[src/rtl/booth2_pkg.sv]
// rtl/booth2_pkg.sv - shared Booth code constants, state encoding and helpers
package booth2_pkg;

  // Radix-4 Booth triplets {b[2i+1], b[2i], b[2i-1]} and the digit each selects
  localparam logic [2:0] CODE_ZERO0 = 3'b000;  //  0
  localparam logic [2:0] CODE_P1A   = 3'b001;  // +1
  localparam logic [2:0] CODE_P1B   = 3'b010;  // +1
  localparam logic [2:0] CODE_P2A   = 3'b011;  // +2
  localparam logic [2:0] CODE_N2A   = 3'b100;  // -2
  localparam logic [2:0] CODE_N1A   = 3'b101;  // -1
  localparam logic [2:0] CODE_N1B   = 3'b110;  // -1
  localparam logic [2:0] CODE_ZERO1 = 3'b111;  //  0

  typedef enum logic [0:0] {
    IDLE = 1'b0,
    EMIT = 1'b1
  } state_t;

  // A triplet selects a zero partial product when all three bits agree
  function automatic logic is_zero_code(input logic [2:0] code);
    return (code == CODE_ZERO0) || (code == CODE_ZERO1);
  endfunction

endpackage

[src/rtl/booth2_code_classify.sv]
// rtl/booth2_code_classify.sv - decodes a Booth triplet into zero/neg/two flags
module booth2_code_classify
  import booth2_pkg::*;
(
  input  logic [2:0] code,
  output logic       zero,
  output logic       neg,
  output logic       two
);

  // Flags describe the digit: zero product, negated multiplicand, doubled multiplicand
  always_comb begin
    zero = is_zero_code(code);
    neg  = code[2] && !zero;
    two  = (code == CODE_P2A) || (code == CODE_N2A);
  end

endmodule

[src/rtl/booth2_code_seq.sv]
// rtl/booth2_code_seq.sv - serial radix-4 Booth code producer (option: BOOTH2_ZERO_SKIP_EN)
module booth2_code_seq
  import booth2_pkg::*;
#(
  parameter  int WIDTH  = 16,          // must be even and at least 4
  localparam int GROUPS = WIDTH / 2,
  localparam int IDXW   = $clog2(GROUPS)
) (
  input  logic             sys_clk,
  input  logic             sys_rst,
  input  logic             in_valid,
  output logic             in_ready,
  input  logic [WIDTH-1:0] B,
  output logic             code_valid,
  input  logic             code_ready,
  output logic [2:0]       code_3bit,
  output logic [IDXW-1:0]  code_idx,
  output logic             code_last,
  output logic             busy
);

  localparam logic [IDXW-1:0] LAST_IDX = IDXW'(GROUPS - 1);

  state_t          state;
  logic [WIDTH:0]  sreg;      // {B, b[-1]=0}; low three bits are the current triplet
  logic [IDXW-1:0] idx;
  logic            at_last;
  logic            skip;
  logic            fire;
  logic            accept;

  assign busy    = (state == EMIT);
  assign at_last = (idx == LAST_IDX);

`ifdef BOOTH2_ZERO_SKIP_EN
  logic grp_zero;

  booth2_code_classify u_classify (
    .code (sreg[2:0]),
    .zero (grp_zero),
    .neg  (),
    .two  ()
  );

  // Zero-product groups are stepped over silently; the last group always shows
  assign skip = busy && grp_zero && !at_last;
`else
  assign skip = 1'b0;
`endif

  assign code_valid = busy && !skip;
  assign code_3bit  = sreg[2:0];
  assign code_idx   = idx;
  assign code_last  = busy && at_last;
  assign fire       = code_valid && code_ready;
  // A new operand may load during the final handshake so streams run without a bubble
  assign in_ready   = !busy || (code_last && code_ready);
  assign accept     = in_valid && in_ready;

  // Load, shift by one group per handshake (or skip), and retire after the last group
  always_ff @(posedge sys_clk) begin
    if (sys_rst) begin
      state <= IDLE;
      sreg  <= '0;
      idx   <= '0;
    end else if (accept) begin
      state <= EMIT;
      sreg  <= {B, 1'b0};
      idx   <= '0;
    end else if (fire && at_last) begin
      state <= IDLE;
      sreg  <= '0;
      idx   <= '0;
    end else if (fire || skip) begin
      sreg  <= {{2{sreg[WIDTH]}}, sreg[WIDTH:2]};
      idx   <= idx + IDXW'(1);
    end
  end

endmodule
[config.mk]
export PLATFORM = sky130hd
export DESIGN_NAME = booth2_code_seq
export DESIGN_NICKNAME = d
export VERILOG_FILES = /design/src/rtl/booth2_pkg.sv /design/src/rtl/booth2_code_classify.sv /design/src/rtl/booth2_code_seq.sv
export SDC_FILE = /design/constraint.sdc
export NUM_CORES = 1
export LEC_CHECK = 0
export ABC_AREA = 1
export CORE_MARGIN = 2
export CORE_UTILIZATION = 45
export DETAILED_ROUTE_END_ITERATION = 8
export HOLD_SLACK_MARGIN = 0.06
export PLACE_DENSITY = 0.88
export SLEW_MARGIN = 20
export SYNTH_ARGS = -nofsm -noshare
export SYNTH_HDL_FRONTEND = slang
export SYNTH_SLANG_ARGS = --single-unit
[constraint.sdc]
create_clock -name sys_clk -period 2.55 [get_ports sys_clk]
set_input_delay 0.51 -clock sys_clk [delete_from_list [all_inputs] [get_ports sys_clk]]
set_output_delay 0.51 -clock sys_clk [all_outputs]
set_load 0.1 [all_outputs]
Yosys cells after proc, flatten, opt, wreduce, memory -nomap -nowiden
Index checks and enable logic that the tools add are counted.
- register bits after elaboration: 21
- input port bits: 20
- bits in read-only memories: 0
- output and inout port bits: 10
- bits in writable memories: 0
- bits in latches: 0
- memories: 0
- logic and storage cells: 22
- bitwise logic cells: 0
- divide/modulo/power cells: 0
- shift operators: 0
- order comparisons: 0
- multipliers: 0
- mux-type cells: 5
- add/sub/neg operators: 1
- reduce and logical (&&, ||, !) cells: 10
- equality and inequality tests: 1
- operator list (kind ; count):
    17-bit 2-to-1 mux ; 2
    16-bit 2-to-1 mux ; 1
    1-bit logical AND ; 5
    3-bit by 1-bit adder with 3-bit output, second input constant ; 1
    3-bit equality test, second input constant ; 1
    3-bit nonzero test ; 1
    3-bit OR reduction ; 1
    1-bit 2-to-1 mux ; 2
    2-bit nonzero test ; 1
    1-bit zero test ; 1
    1-bit logical OR ; 1

Longest topological paths before layout
Gate-level depths: netlist of run 1.
- depth after elaboration: 6
- depth in mapped cells: 9
- depth with buffers taken out: 8

Worst setup path after synthesis of run 1
OpenSTA, ideal clock, no wires.
- path kind: reg-to-output
- start: register idx[0] (netlist: code_idx[0])
- end: output port code_last
- data arrival time: 2182 ps
- stages on the path, launching flop included: 5
- data required time: 2040 ps
- path slack: -142 ps
- path through: dfxtp_1 ha_1 ha_1 nand2_1 inv_1
- word-level cells in the longest chain between the ends: 2
- ends and longest elaborated chain (item ; line ; text):
    start, declared ; booth2_code_seq.sv:26 ; logic [IDXW-1:0] idx;
    start signal, assigned ; booth2_code_seq.sv:76 ; idx <= idx + IDXW'(1);
    3-bit equality test ; booth2_code_seq.sv:33 ; assign at_last = (idx == LAST_IDX);
    1-bit logical AND ; booth2_code_seq.sv:54 ; assign code_last = busy && at_last;
    end, declared ; booth2_code_seq.sv:18 ; output logic code_last,
Every way passes these cells.

Final worst setup path of run 1
- start: register idx[0] (netlist: code_idx[0])
- end: output port in_ready
- word-level cells in the longest chain between the ends: 4
- ends and longest elaborated chain (item ; line ; text):
    3-bit equality test ; booth2_code_seq.sv:33 ;
    1-bit logical AND ; booth2_code_seq.sv:54 ;
    1-bit logical AND ; booth2_code_seq.sv:57 ; assign in_ready = !busy || (code_last && code_ready);
    1-bit logical OR ; booth2_code_seq.sv:57 ;
    end, declared ; booth2_code_seq.sv:12 ; output logic in_ready,
Every way passes these cells.

==> impl_metrics.ini, run 1 <==
[pwr]
peakVddDrop_mv = 0.329
power_density_mw_per_mm2 = 515
p_leak_nw = 0.675

[drt]
finalWirelength_microns = 2160
drt_iter0_drc = 19
wl_per_cell_microns = 10.7
vias = 1007
vias_per_cell = 4.99
ant_nets = 0
dr.pass1.iters = 4
drc = 0

[die]
start_util_pct = 48.0
ioPinCount = 30
rows = 17
die_h_microns = 52.6
core_area_sq_mm = 0.00221
die_w_microns = 52.6
dieArea_sq_mm = 0.00276

[setup_path]
path_cells = ha_1, ha_1, nand3_2, nand2_2, buf_12
cp_max_fo = 3
rrSetupSlack_ps = 860
crit_type = register to output pin
critical-path-max-stage-delay_ps = 360
timing.critical_path.required_ps = 2040
crit_buf_inv = 1
cp_common_cell = ha_1
start_kind = register
critPathArrivalTime_ps = 1510
crit_family = adder cells
end_kind = output pin
crit_slowest_cell = dfxtp_2

[clock_tree]
cts.repair.resized = 0
clk_latency_ps = 290
tritoncts = done
htreeDepth = 1
ctsHoldBuffers = 0
cts_setup_buffers = 0
cts_made_buffers = 3
numClockSinks = 21
clock_path_buffers = 2
cts_root_buffer = clkbuf_4
clkTransAtPathRegs_ps = 100

[logic_synthesis]
synth_area_per_cell_sq_um = 7.12
yosysTopAreaCell = dfxtp_1
synth_cell_type_count = 21
synth.top_cell.area_share_pct = 39.6
synth.most_common_cell = nand2_1
ys_async_sr_fraction_pct = 0
synth_edf_count = 0
synth_fp_nets = 171
synth_ff_type = dfxtp_1
synthTopCellsByArea = dfxtp_1, nand2_1, nand3_1
ys_ff_latch = 21
seq_area_frac_synth_pct = 39.6
syn_inst = 149
syn-cell-area_sq_mm = 0.00106
synthTopCellsByCount = nand2_1, nand3_1, dfxtp_1, inv_1
synth-warning-count = 0

[final_layout]
drive_gt1_share_pct = 13.2
area_growth_pct = 24.5
n_antenna_cell = 0
nNetsFinal = 197
final.fill_count = 219

[global_route]
gr-usage-met1_pct = 21.3
gr-total-overflow = 0
grt_pass1_vias = 959
grt.total_usage_pct = 18.2
antenna_found_initial = 0
busiest_layer = met2
met3_usage_pct = 3.71
grt_max_degree = 19
met2_usage_pct = 32.9
grt_pass1_wl_microns = 3770

[job]
cap_violations = 0

[timing]
post-route-period-util_pct = 79.4
clock_skew_ps = 6.10
setup-tns-final_ps = 0
final-hold-violation-count = 0
fmax_ghz = 0.494
rsz0062_at_grt = no
layout_min_cycle_time_ps = 2020
setup_viol = 0
maxSlewHeadroom_pct = 63.5
holdWs_ps = 471
tightest_slew_ps = 547
maxSlewViolCount = 0

[placement]
port-buffer-count = 29
dpl.hpwl_microns = 1590
gp_congestion = 0.806

[worst_hold_path]
hold_path.class = register to register

[outcome]
status = completed
where the power goes:
part / leakage, nW / switching [mW] / internal [mW]
registers: 0.173 / 0.0126 / 0.347
clock network: 0.0150 / 0.0930 / 0.0608
logic: 0.487 / 0.105 / 0.0621
total: 0.675 / 0.210 / 0.470
metal layers:
metal / up-vias / part of all wire [%]
met1: 460 / 44
met2: 31 / 50
met4: 0 / 0
li1: 516 / -
met5: - / 0
met3: 0 / 6.2
stage by stage:
step | utilization, % | cell area [sq um] | setup slack [ps] | std cells | total power [mW]
finish | 59.7 | 1320 | 526 | 202 | 0.680
CTS | 59.7 | 1320 | 501 | 202 | 0.689
global placement | 58.5 | 1290 | 549 | 198 | 0.529
floorplan | - | 1060 | 2.37 | 149 | 0.487
detailed placement | 58.5 | 1290 | 497 | 198 | 0.534
global route | 59.7 | 1320 | 407 | 202 | 0.720
sequential cells by signal (all words and copies together), names as in the netlist:
signal    count
busy          1
code_idx      3
sreg         17
worst register-to-register path, delay by kind of cell (launching register included):
family	cells	cell delay, ps
buffers and inverters	1	240
DFF	1	360
adders and majority gates	2	420
and+or+nand+nor	4	510
AOI/OAI and AO/OA	1	60
placed cells by master (no fill, tap or decap):
cell type	count
nand2_1	50
nand4_1	2
a21oi_1	6
nor2_1	2
buf_4	11
clkdlybuf4s50_1	19
clkbuf_4	3
nand2_2	1
dfxtp_2	2
o21ai_0	3
ha_1	2
xor2_1	1
nand3_2	1
inv_2	1
nand3_1	29
nor2_2	1
nand2_4	1
buf_12	1
clkbuf_1	1
dfxtp_1	19
inv_1	16
nor2_4	1
clkinv_1	1
final cells by class:
cell class	instances	area (sq um)	area share (%)
inverters	18	67.6	5.11
clock buffers	4	26.3	1.99
repair buffers	31	293	22.2
multi-input cells	100	477	36.1
flip-flops and latches	21	423	32.0
well taps	28	35.0	2.65
logic make-up (layout without fill, tap and decap cells):
kind of cell    count (synthesis)  after routing  synth area share [%]
simple gates                   88             88                  37.5
flops                          21             21                  39.6
compound gates                  9              9                  4.24
fa+ha+maj                       2              2                  2.36
buf+inv                        28             53                  15.4
xor+xnor                        1              1                 0.826
path summary, 6_finish.rpt:
path / from / endpoint / depth (start not counted)
max: code_idx[0]$_SDFFE_PP0N_ / in_ready / 5
min: sreg[0]$_SDFFE_PP0N_ / sreg[0]$_SDFFE_PP0N_ / 2
max reg2reg: code_idx[0]$_SDFFE_PP0N_ / code_idx[1]$_SDFFE_PP0N_ / 8
min reg2reg: sreg[0]$_SDFFE_PP0N_ / sreg[0]$_SDFFE_PP0N_ / 2
(Power assumes the default switching activity.)
==> run 2: changes to the inputs <==
==> constraint.sdc (replaced) <==
create_clock -name sys_clk -period 2.05 [get_ports sys_clk]
set_input_delay 0.41 -clock sys_clk [delete_from_list [all_inputs] [get_ports sys_clk]]
set_output_delay 0.41 -clock sys_clk [all_outputs]
set_load 0.1 [all_outputs]
==> impl_metrics.ini, run 2 (synthesized netlist as in run 1, its figures left out) <==
[setup_path]
crit_slowest_cell = dfxtp_4
path_cells = ha_1, ha_2, nand3_2, nand2_4, buf_12
cp_max_fo = 8
end_kind = output pin
crit_type = register to output pin
critical-path-max-stage-delay_ps = 370
rrSetupSlack_ps = 500
critPathArrivalTime_ps = 1520
crit_buf_inv = 1
start_kind = register
crit_family = adder cells
timing.critical_path.required_ps = 1640

[drt]
ant_nets = 0
vias_per_cell = 4.99
finalWirelength_microns = 2290
vias = 1013
drc = 0
wl_per_cell_microns = 11.3
dr.pass1.iters = 4
drt_iter0_drc = 19

[final_layout]
largest_register_ffs = 17
final_area_sq_mm = 0.00136
final_common_cell = nand2_1
drive_gt1_share_pct = 16.6
final_cell_mix = nand2_1, nand3_1, clkdlybuf4s50_1
n_antenna_cell = 0
area_growth_pct = 28.3
finish.utilization_pct = 61.5
nNetsFinal = 198
regMostFlops = sreg

[global_route]
gr-total-overflow = 0
grt_pass1_wl_microns = 3860
grt.total_usage_pct = 18.9
antenna_found_initial = 0
grt_max_degree = 18
grt_pass1_vias = 955

[clock_tree]
tritoncts = done
clkTransAtPathRegs_ps = 120
htreeDepth = 1
cts_root_buffer = clkbuf_4
clk_latency_ps = 310
ctsHoldBuffers = 0
cts_setup_buffers = 0
cts_made_buffers = 3
clock_path_buffers = 2
cts.repair.resized = 0
numClockSinks = 21

[die]
rows = 17
core_area_sq_mm = 0.00221
die_w_microns = 52.6
die_h_microns = 52.6
ioPinCount = 30
dieArea_sq_mm = 0.00276
start_util_pct = 48.0

[pwr]
p_leak_nw = 0.674
peakVddDrop_mv = 0.494
power_density_mw_per_mm2 = 630

[outcome]
status = completed

[timing]
rsz0062_at_grt = no
tightest_slew_ps = 495
maxSlewViolCount = 0
layout_min_cycle_time_ps = 1930
clock_skew_ps = 3.72
setup_viol = 0
post-route-period-util_pct = 94.3
fmax_ghz = 0.517
setup-tns-final_ps = 0
maxSlewHeadroom_pct = 67.0
final-hold-violation-count = 0

[placement]
port-buffer-count = 29
postPlaceCellArea_sq_mm = 0.00133
gp_congestion = 0.829
dpl.hpwl_microns = 1720

[job]
cap_violations = 0

[worst_hold_path]
hold_path.class = register to register
## run 2: power breakdown
part | total [mW] | switching, mW | internal (mW)
Clock | 0.201 | 0.128 | 0.0730
Combinational | 0.210 | 0.131 | 0.0793
Sequential | 0.447 | 0.0165 | 0.430
Total | 0.857 | 0.275 | 0.582
## run 2: path summary, 6_finish.rpt
path | start | endpoint | cells after the start
worst max-delay path | code_idx[0]$_SDFFE_PP0N_ | in_ready | 5
worst min-delay path | sreg[0]$_SDFFE_PP0N_ | sreg[0]$_SDFFE_PP0N_ | 2
worst max register to register | code_idx[0]$_SDFFE_PP0N_ | sreg[4]$_SDFFE_PP0P_ | 9
worst min register to register | sreg[0]$_SDFFE_PP0N_ | sreg[0]$_SDFFE_PP0N_ | 2
## run 2: area by class of cell
cell class / instances / area (sq um)
inverter: 18 / 71.3
multi-input combinational: 100 / 484
clock inverter: 1 / 5.00
tap: 28 / 35.0
fill: 224 / 851
sequential: 21 / 430
timing repair buffer: 32 / 313
clock buffer: 3 / 22.5
## run 2: metal layers
layer | part of all wire (%) | track usage [%]
met5 | 0 | 0
met4 | 1.7 | 8.12
met3 | 6.7 | 4.00
met2 | 50 | 35.2
met1 | 42 | 20.3
## run 2: metrics by stage
stage | power, mW | hold WS (ps) | worst slack, ps | cells
after floorplan | 0.605 | 440 | 112 | 149
after detailed placement | 0.664 | 466 | 133 | 199
after global placement | 0.658 | 455 | 179 | 199
final | 0.857 | 480 | 116 | 203
after CTS | 0.862 | 482 | 14.6 | 203
after global routing | 0.901 | 510 | 28.9 | 203
## run 2: worst reg2reg max path, cell delays in order, from the launching register on
cell     delay (ps)
dfxtp_4         370
ha_1            160
ha_2            220
nand3_2         120
nand2_4         140
buf_4           200
nand3_1          90
nand3_1          80
nand2_1          60
inv_1            50
